[config.mk]
export PLATFORM = sky130hd
export DESIGN_NAME = star_seq_ctrl
export DESIGN_NICKNAME = d
export VERILOG_FILES = /design/src/rtl/star_seq_ctrl.sv
export SDC_FILE = /design/constraint.sdc
export NUM_CORES = 1
export LEC_CHECK = 0
export CAP_MARGIN = 10
export CORE_ASPECT_RATIO = 0.9
export CORE_MARGIN = 3
export CORE_UTILIZATION = 45
export CTS_BUF_LIST = sky130_fd_sc_hd__clkbuf_4
export CTS_CLUSTER_DIAMETER = 40
export DETAILED_ROUTE_END_ITERATION = 16
export PLACE_DENSITY = 0.79
export SLEW_MARGIN = 0
export SYNTH_ARGS = -nofsm -noshare
export SYNTH_HDL_FRONTEND = slang
export SYNTH_SLANG_ARGS = --single-unit
[constraint.sdc]
create_clock -name clk -period 3.8 [get_ports clk]
set_input_delay 0.57 -clock clk [delete_from_list [all_inputs] [get_ports clk]]
set_output_delay 0.57 -clock clk [all_outputs]
set_load 0.02 [all_outputs]
[src/rtl/star_seq_ctrl.sv]
// Phase sequencer for the STAR softmax datapath: fetches one row at a time,
// strobes CAMSUB / FindSub / EXP in order and accumulates a saturating exp sum per row.
module star_seq_ctrl #(
  parameter int unsigned N_ELEM = 16,
  parameter int unsigned N_ROWS = 16,
  parameter int unsigned ADDR_W = 9,
  parameter int unsigned SUM_W  = 12
) (
  input  logic                        clk,
  input  logic                        reset,
  input  logic                        start,
  output logic                        data_req,
  output logic [ADDR_W-1:0]           data_addr,
  input  logic [7:0]                  data,
  output logic [7:0]                  xi,
  output logic                        CAMSUB_req,
  output logic                        FindSub_req,
  output logic                        EXP_req,
  input  logic [7:0]                  exp,
  output logic [SUM_W-1:0]            Sum_exp,
  output logic [$clog2(N_ROWS)-1:0]   row_idx,
  output logic                        row_done,
  output logic                        busy,
  output logic                        finish
);

  localparam int unsigned CNT_W = $clog2(N_ELEM + 1);
  localparam int unsigned ROW_W = $clog2(N_ROWS);
  localparam logic [CNT_W-1:0]  CNT_LAST  = CNT_W'(N_ELEM);
  localparam logic [CNT_W-1:0]  CNT_RUN   = CNT_W'(N_ELEM - 1);
  localparam logic [ROW_W-1:0]  ROW_LAST  = ROW_W'(N_ROWS - 1);
  localparam logic [ADDR_W-1:0] BASE_STEP = ADDR_W'(N_ELEM);

  typedef enum logic [3:0] {
    S_IDLE, S_FETCH, S_GAP1, S_FINDSUB, S_GAP2, S_EXP, S_DRAIN, S_ROWEND, S_DONE
  } state_t;

  state_t              r_state, w_next;
  logic [CNT_W-1:0]    r_cnt;
  logic [ROW_W-1:0]    r_row;
  logic [ADDR_W-1:0]   r_base;
  logic [ADDR_W-1:0]   r_addr_last;
  logic [7:0]          r_xi;
  logic [SUM_W-1:0]    r_acc;
  logic [SUM_W-1:0]    r_sum;

  logic                w_run_init, w_cnt_clr, w_cnt_inc, w_acc_en, w_sum_ld, w_row_adv;
  logic [ADDR_W-1:0]   w_addr;
  logic [SUM_W:0]      w_sum_ext;
  logic [SUM_W-1:0]    w_acc_next;

  assign w_addr     = r_base + ADDR_W'(r_cnt);
  assign w_sum_ext  = {1'b0, r_acc} + (SUM_W + 1)'(exp);
  assign w_acc_next = w_sum_ext[SUM_W] ? '1 : w_sum_ext[SUM_W-1:0];

  assign data_addr  = data_req ? w_addr : r_addr_last;
  assign xi         = r_xi;
  assign Sum_exp    = r_sum;
  assign row_idx    = r_row;

  always_ff @(posedge clk) begin
    if (reset) r_state <= S_IDLE;
    else       r_state <= w_next;
  end

  always_comb begin
    w_next      = r_state;
    data_req    = 1'b0;
    CAMSUB_req  = 1'b0;
    FindSub_req = 1'b0;
    EXP_req     = 1'b0;
    row_done    = 1'b0;
    busy        = 1'b1;
    finish      = 1'b0;
    w_run_init  = 1'b0;
    w_cnt_clr   = 1'b0;
    w_cnt_inc   = 1'b0;
    w_acc_en    = 1'b0;
    w_sum_ld    = 1'b0;
    w_row_adv   = 1'b0;
    case (r_state)
      S_IDLE: begin
        busy = 1'b0;
        if (start) begin
          w_next     = S_FETCH;
          w_run_init = 1'b1;
        end
      end
      S_FETCH: begin
        data_req   = (r_cnt != CNT_LAST);
        CAMSUB_req = (r_cnt != '0);
        if (r_cnt == CNT_LAST) begin
          w_next    = S_GAP1;
          w_cnt_clr = 1'b1;
        end else begin
          w_cnt_inc = 1'b1;
        end
      end
      S_GAP1: w_next = S_FINDSUB;
      S_FINDSUB: begin
        FindSub_req = 1'b1;
        if (r_cnt == CNT_RUN) begin
          w_next    = S_GAP2;
          w_cnt_clr = 1'b1;
        end else begin
          w_cnt_inc = 1'b1;
        end
      end
      S_GAP2: w_next = S_EXP;
      S_EXP: begin
        EXP_req  = 1'b1;
        w_acc_en = (r_cnt != '0);
        if (r_cnt == CNT_RUN) begin
          w_next    = S_DRAIN;
          w_cnt_clr = 1'b1;
        end else begin
          w_cnt_inc = 1'b1;
        end
      end
      // Final sample lands here; Sum_exp is loaded now so it is valid during row_done.
      S_DRAIN: begin
        w_acc_en = 1'b1;
        w_sum_ld = 1'b1;
        w_next   = S_ROWEND;
      end
      S_ROWEND: begin
        row_done = 1'b1;
        if (r_row == ROW_LAST) begin
          w_next = S_DONE;
        end else begin
          w_next    = S_FETCH;
          w_row_adv = 1'b1;
        end
      end
      S_DONE: begin
        busy   = 1'b0;
        finish = 1'b1;
        if (start) begin
          w_next     = S_FETCH;
          w_run_init = 1'b1;
        end
      end
      default: w_next = S_IDLE;
    endcase
  end

  always_ff @(posedge clk) begin
    if (reset) begin
      r_cnt       <= '0;
      r_row       <= '0;
      r_base      <= '0;
      r_addr_last <= '0;
      r_xi        <= '0;
      r_acc       <= '0;
      r_sum       <= '0;
    end else begin
      if (w_run_init || w_cnt_clr) r_cnt <= '0;
      else if (w_cnt_inc)          r_cnt <= r_cnt + 1'b1;

      if (w_run_init) begin
        r_row  <= '0;
        r_base <= '0;
      end else if (w_row_adv) begin
        r_row  <= r_row + 1'b1;
        r_base <= r_base + BASE_STEP;
      end

      if (w_run_init || w_row_adv) r_acc <= '0;
      else if (w_acc_en)           r_acc <= w_acc_next;

      if (w_sum_ld) r_sum <= w_acc_next;

      if (data_req) begin
        r_addr_last <= w_addr;
        r_xi        <= data;
      end
    end
  end

endmodule
After elaboration in Yosys (flattened, before gate mapping)
Index checks and enable logic that the tools add are counted.

Word-level logic and storage cells: 66. Input port bits: 19. Register bits: 63.

Eq/ne operators: 16. Reduce and logical (&&, ||, !) cells: 10. Mux-type cells: 27. Add/sub/neg operators: 5.

Operators with widths (count): $pmux W4 S8 (1); $mux W4 (5); $eq A4 B3 Y1 const B (4); $mux W1 (16); $add A12 B8 Y13 (1); $mux W12 (1); $reduce_or A2 Y1 (5); $add A9 B5 Y9 (1); $add A9 B5 Y9 const B (1); $mux W9 (1); $eq A4 B2 Y1 const B (2); $eq A4 B4 Y1 const B (2); $ne A2 B2 Y1 const B (3); $pmux W1 S2 (3); $add A5 B1 Y5 const B (1); $eq A5 B4 Y1 const B (1); $eq A5 B5 Y1 const B (1); $ne A5 B5 Y1 const B (1); $reduce_bool A5 Y1 (1); $add A4 B1 Y4 const B (1); $eq A4 B1 Y1 const B (1); $logic_not A4 Y1 (1); $reduce_and A4 Y1 (1); $logic_or A1 B1 Y1 (2); $ne A2 B1 Y1 const B (1).

Logic depth before layout (Yosys ltp)
Depth in word-level cells: 5. Mapped depth: 10. Mapped depth without buffers: 8.

Worst setup path after synthesis
Ideal clock, no wire load.

Path type: register to output. Start point: register r_cnt[0]. End point: output data_addr[5]. Slack: 1389 ps. Path buffers: 2. Arrival: 1841 ps. Stages on the path, launching flop included: 10. Cells stage by stage: dfxtp_1 inv_1 ha_1 and4bb_2 or4_4 buf_6 inv_2 buf_6 nand2_1 nand2_1.

Cells in the longest elaborated chain, start to end: 3. Elaborated cells on any way between the ends: 4. Classes of those cells: add/sub: 1; eq/ne: 1; mux: 2.

RTL lines: from (decl) (line 39) `logic [CNT_W-1:0] r_cnt;`; from (signal assigned) (line 158) `else if (w_cnt_inc) r_cnt <= r_cnt + 1'b1;`; $ne A5 B5 Y1 (line 90) `data_req = (r_cnt != CNT_LAST);`; $mux W1 (line 81) `case (r_state)`; named net data_req (line 12) `output logic data_req,`; $mux W9; to (decl) (line 13) `output logic [ADDR_W-1:0] data_addr,`.

The timed path passes the listed nets, and every way through them passes these cells.

Final worst setup path
Start point: register r_cnt[0]. End point: output data_addr[4].

Cells in the longest elaborated chain, start to end: 3. Elaborated cells on any way between the ends: 4. Classes of those cells: add/sub: 1; eq/ne: 1; mux: 2.

RTL lines: branches (longest 2 deep; another with $add A9 B5 Y9); $mux W9 *.

Every way passes the cells marked *.

==> metrics.md <==
| Metric | Value |
|---|---|
| Status | finished clean |
| Post-CTS sizing | 0 |
| Yosys top cell area share | 0.379 |
| H-tree lvl count | 3 |
| Crit share post-route | 0.935 |
| Primary FF master, synth | dfxtp_1 |
| Number of detailed-route iterations in the first pass | 4 |
| Tot GR Track Use | 0.197 |
| Cell variety after synth | 57 |
| Peak VDD IR | 374 µV |
| Pwr Total | 1.29 mW |
| Die H | 85.0 µm |
| CP top delay family | simple AND/OR/NAND/NOR gates |
| Pwr/cell area | 335 nW/µm² |
| Cell Chain, Critical Path | inv_1 -> ha_1 -> and4bb_2 -> or4_4 -> inv_2 -> nand2_1 -> nand2_1 -> clkdlybuf4s50_1 |
| Area leader, netlist | dfxtp_1 |
| Post-CTS Setup Bufs | 0 |
| Root Buffer | clkbuf_4 |
| Stages on the worst setup path | 8 |
| ANT cells | 0 |
| Area Overhead vs Synth | 23.4% |
| # IOs | 59 |
| Final hold viol count | 0 |
| Slew Limit Fails | 0 |
| FFs w/ async S/R, synth | 0 |
| Critical Path End | data_addr[4] |
| Drt total wl | 7560 µm |
| Final Skew | 0.0145 ns |
| Setup Viol. Count Final | 0 |
| First-pass GRT wire length | 12700 µm |
| Vias in the first global route | 2660 |
| Die ar. | 7970 µm² |
| Layout Nets | 458 |
| Fill cells | 616 |
| XOR/XNOR Fraction of Synth Area | 0.0449 |
| P_leak | 1.46 nW |
| Post-route minimum period | 3.55 ns |
| Synth Area in Compound Gates | 0.208 |
| Dpl cells | 502 |
| Sequential share of the synthesized area | 0.379 |
| Syn_nets | 412 |
| Buffers on Ports | 58 |
| RSZ-0062 raised after global routing | false |
| Synthesized cell area | 3120 µm² |
| Layout cells sized above 1 | 0.0701 |
| Max incr delay on CP | 0.60 ns |
| FMAX | 281 MHz |
| Initial antenna violation count | 0 |
| R2r startpoint | r_acc[0]$_SDFFE_PP0P_ |
| Crit path capture type | output pin |
| Post-Synth Simple-Gate Area | 0.237 |
| Mux share of post-synthesis cell area | 0.00642 |
| Sink Count | 59 |
| Max-slew headroom | 0.392 |
| Routed via count | 2848 |
| Num rows | 28 |
| Critical Path Slowest Stage Cell | clkdlybuf4s50_1 |
| Placed cell area | 3690 µm² |
| Detailed placement HPWL | 5310 µm |
| # DRC | 0 |
| DRT antenna net count | 0 |
| Buffer and inverter count on the worst path | 3 |
| Hold buffers post-CTS | 0 |
| CP Launch Type | register |
| Yosys warnings | 0 |
| Crit path launch | r_cnt[0]$_SDFFE_PP0P_ |
| Post-route insts no fill | 518 |
| DR WL/cell | 14.6 µm |
| Most common cell on crit path | nand2_1 |
| Clk buf depth | 2 |
| Top cells by area, synth | dfxtp_1 38%, ha_1 6.0%, nand2_1 5.5%, a21oi_1 5.3%, nor2_1 4.7% |
| R2R setup slack | 1.24 ns |
| Min Hold Slack | 0.460 ns |
| Synth Register Bits | 59 |
| R2R Path End | Sum_exp[6]$_SDFFE_PP0N_ |
| Clock latency on the worst-skew pair | 0.40 ns |
| Largest family of logic cells by synthesized area | simple AND/OR/NAND/NOR gates |
| CORE AREA | 6660 µm² |
| Depth of the worst register-to-register path | 7 |
| Crit path required time | 3.23 ns |
| First DRT Iteration DRCs | 235 |
| Synth Area in Adders | 0.0698 |
| Gr ovfl total | 0 |
| CP Max Fanout | 23 |
| Max-Cap Viols | 0 |
| Largest net degree at the start of global routing | 35 |
| Slew at the pin with the worst max-slew slack | 0.912 ns |
| Routability cong. | 0.966 |
| Hold Crit Class | reg -> reg |
| Die Width | 93.7 µm |
| Crit Path Class | reg -> out |
| Number of CTS-inserted buffers | 9 |
| Vias/cell | 5.50 |
| Setup_tns | 0 ns |
| CTS tree | built |
| Clk slew on worst S/H paths | 0.10 ns |
| Syn_area_per_cell | 8.27 µm² |
| Post-route cell area | 3850 µm² |
| Post-synth EDFFs | 0 |
| Mapped Cells | 377 |
| Initial core utilization | 0.468 |
| CP arrival | 2.98 ns |
cells in the mapped netlist, drive strengths merged, types with 2 or more instances:
library cell / number
a31o: 2
nand2b: 6
nor3b: 2
clkbuf: 11
ha: 15
nor2: 40
mux2i: 2
xnor2: 6
and4b: 2
and2: 4
a21oi: 33
xor2: 10
a31oi: 4
nor2b: 8
a211oi: 14
nand2: 46
and3: 3
nor3: 10
o211ai: 4
nand4: 7
o21bai: 2
or4: 2
a2111oi: 4
o21ai: 19
dfxtp: 59
nand3: 10
a21o: 8
or3: 3
buf: 15
inv: 8
how the worst min path moves through the flow:
| stage | end | cells past startpoint | from | slack [ns] |
|---|---|---|---|---|
| CTS | xi[3]$_SDFFE_PP0P_ | 2 | xi[3]$_SDFFE_PP0P_ | 0.46 |
| finish | xi[3]$_SDFFE_PP0P_ | 2 | xi[3]$_SDFFE_PP0P_ | 0.46 |
| global placement | xi[6]$_SDFFE_PP0P_ | 2 | xi[6]$_SDFFE_PP0P_ | 0.44 |
| floorplan | r_base[5]$_SDFFE_PP0P_ | 2 | r_base[5]$_SDFFE_PP0P_ | 0.48 |
| detailed placement | xi[3]$_SDFFE_PP0P_ | 2 | xi[3]$_SDFFE_PP0P_ | 0.45 |
| global route | xi[4]$_SDFFE_PP0P_ | 2 | xi[4]$_SDFFE_PP0P_ | 0.49 |
registers in the layout, indices dropped and copies added (netlist names):
name         flops
r_addr_last      9
row_idx          4
r_cnt            5
r_state          4
r_acc           12
r_base           5
Sum_exp         12
xi               8
cells in the final DEF, fill, tap and decap left out, drive strengths merged, types with 7 or more instances in the layout:
cell | synthesis | layout
a21oi | 33 | 33
nor2b | 8 | 8
clkdlybuf4s50 | 0 | 58
clkbuf | 11 | 10
a211oi | 14 | 14
nand3 | 10 | 10
o21ai | 19 | 19
nand2 | 46 | 46
xor2 | 10 | 10
nand4 | 7 | 7
nor3 | 10 | 10
inv | 8 | 8
nor2 | 40 | 40
a21o | 8 | 8
dfxtp | 59 | 59
ha | 15 | 15
metrics by stage:
stage / worst slack [ns] / utilization
floorplan: 1.39 / -
global placement: 0.721 / 0.555
detailed placement: 0.583 / 0.555
CTS: 0.208 / 0.578
global route: 0.0376 / 0.578
finish: 0.245 / 0.578
cells by family after synthesis:
| group | after synthesis |
|---|---|
| xor gates and xnor gates | 16 |
| AOI/OAI and AO/OA | 99 |
| and+or+nand+nor | 150 |
| buffers and inverters | 34 |
| DFF | 59 |
| adders and majority gates | 17 |
| muxes | 2 |
metal layers:
metal  share of wire  vias to the layer above  track usage
li1                -                     1433            -
met3           0.060                       17       0.0576
met2            0.46                       88        0.302
met1            0.46                     1310        0.264
met4           0.020                        0       0.0709
met5               0                        -            0
worst register-to-register path: stages (launching register included):
cell	delay (ns)
dfxtp_1	0.35
ha_1	0.19
fa_1	0.24
a211oi_1	0.13
or3_1	0.39
a21oi_1	0.71
inv_1	0.15
a311oi_1	0.30
area by class of cell:
class	instances	area, µm²	area share
multi-input combinational	284	1770	0.459
clock buffer	10	75.1	0.0195
clock inverter	6	80.1	0.0208
sequential	59	1180	0.307
tap	90	113	0.0293
timing repair buffer	61	603	0.157
inverter	8	30.0	0.00780
report_power, final:
group / internal (mW) / switching (mW)
clock network: 0.269 / 0.223
registers: 0.629 / 0.0107
logic: 0.0657 / 0.0913
Note: power is estimated with default switching activity, not from simulation.
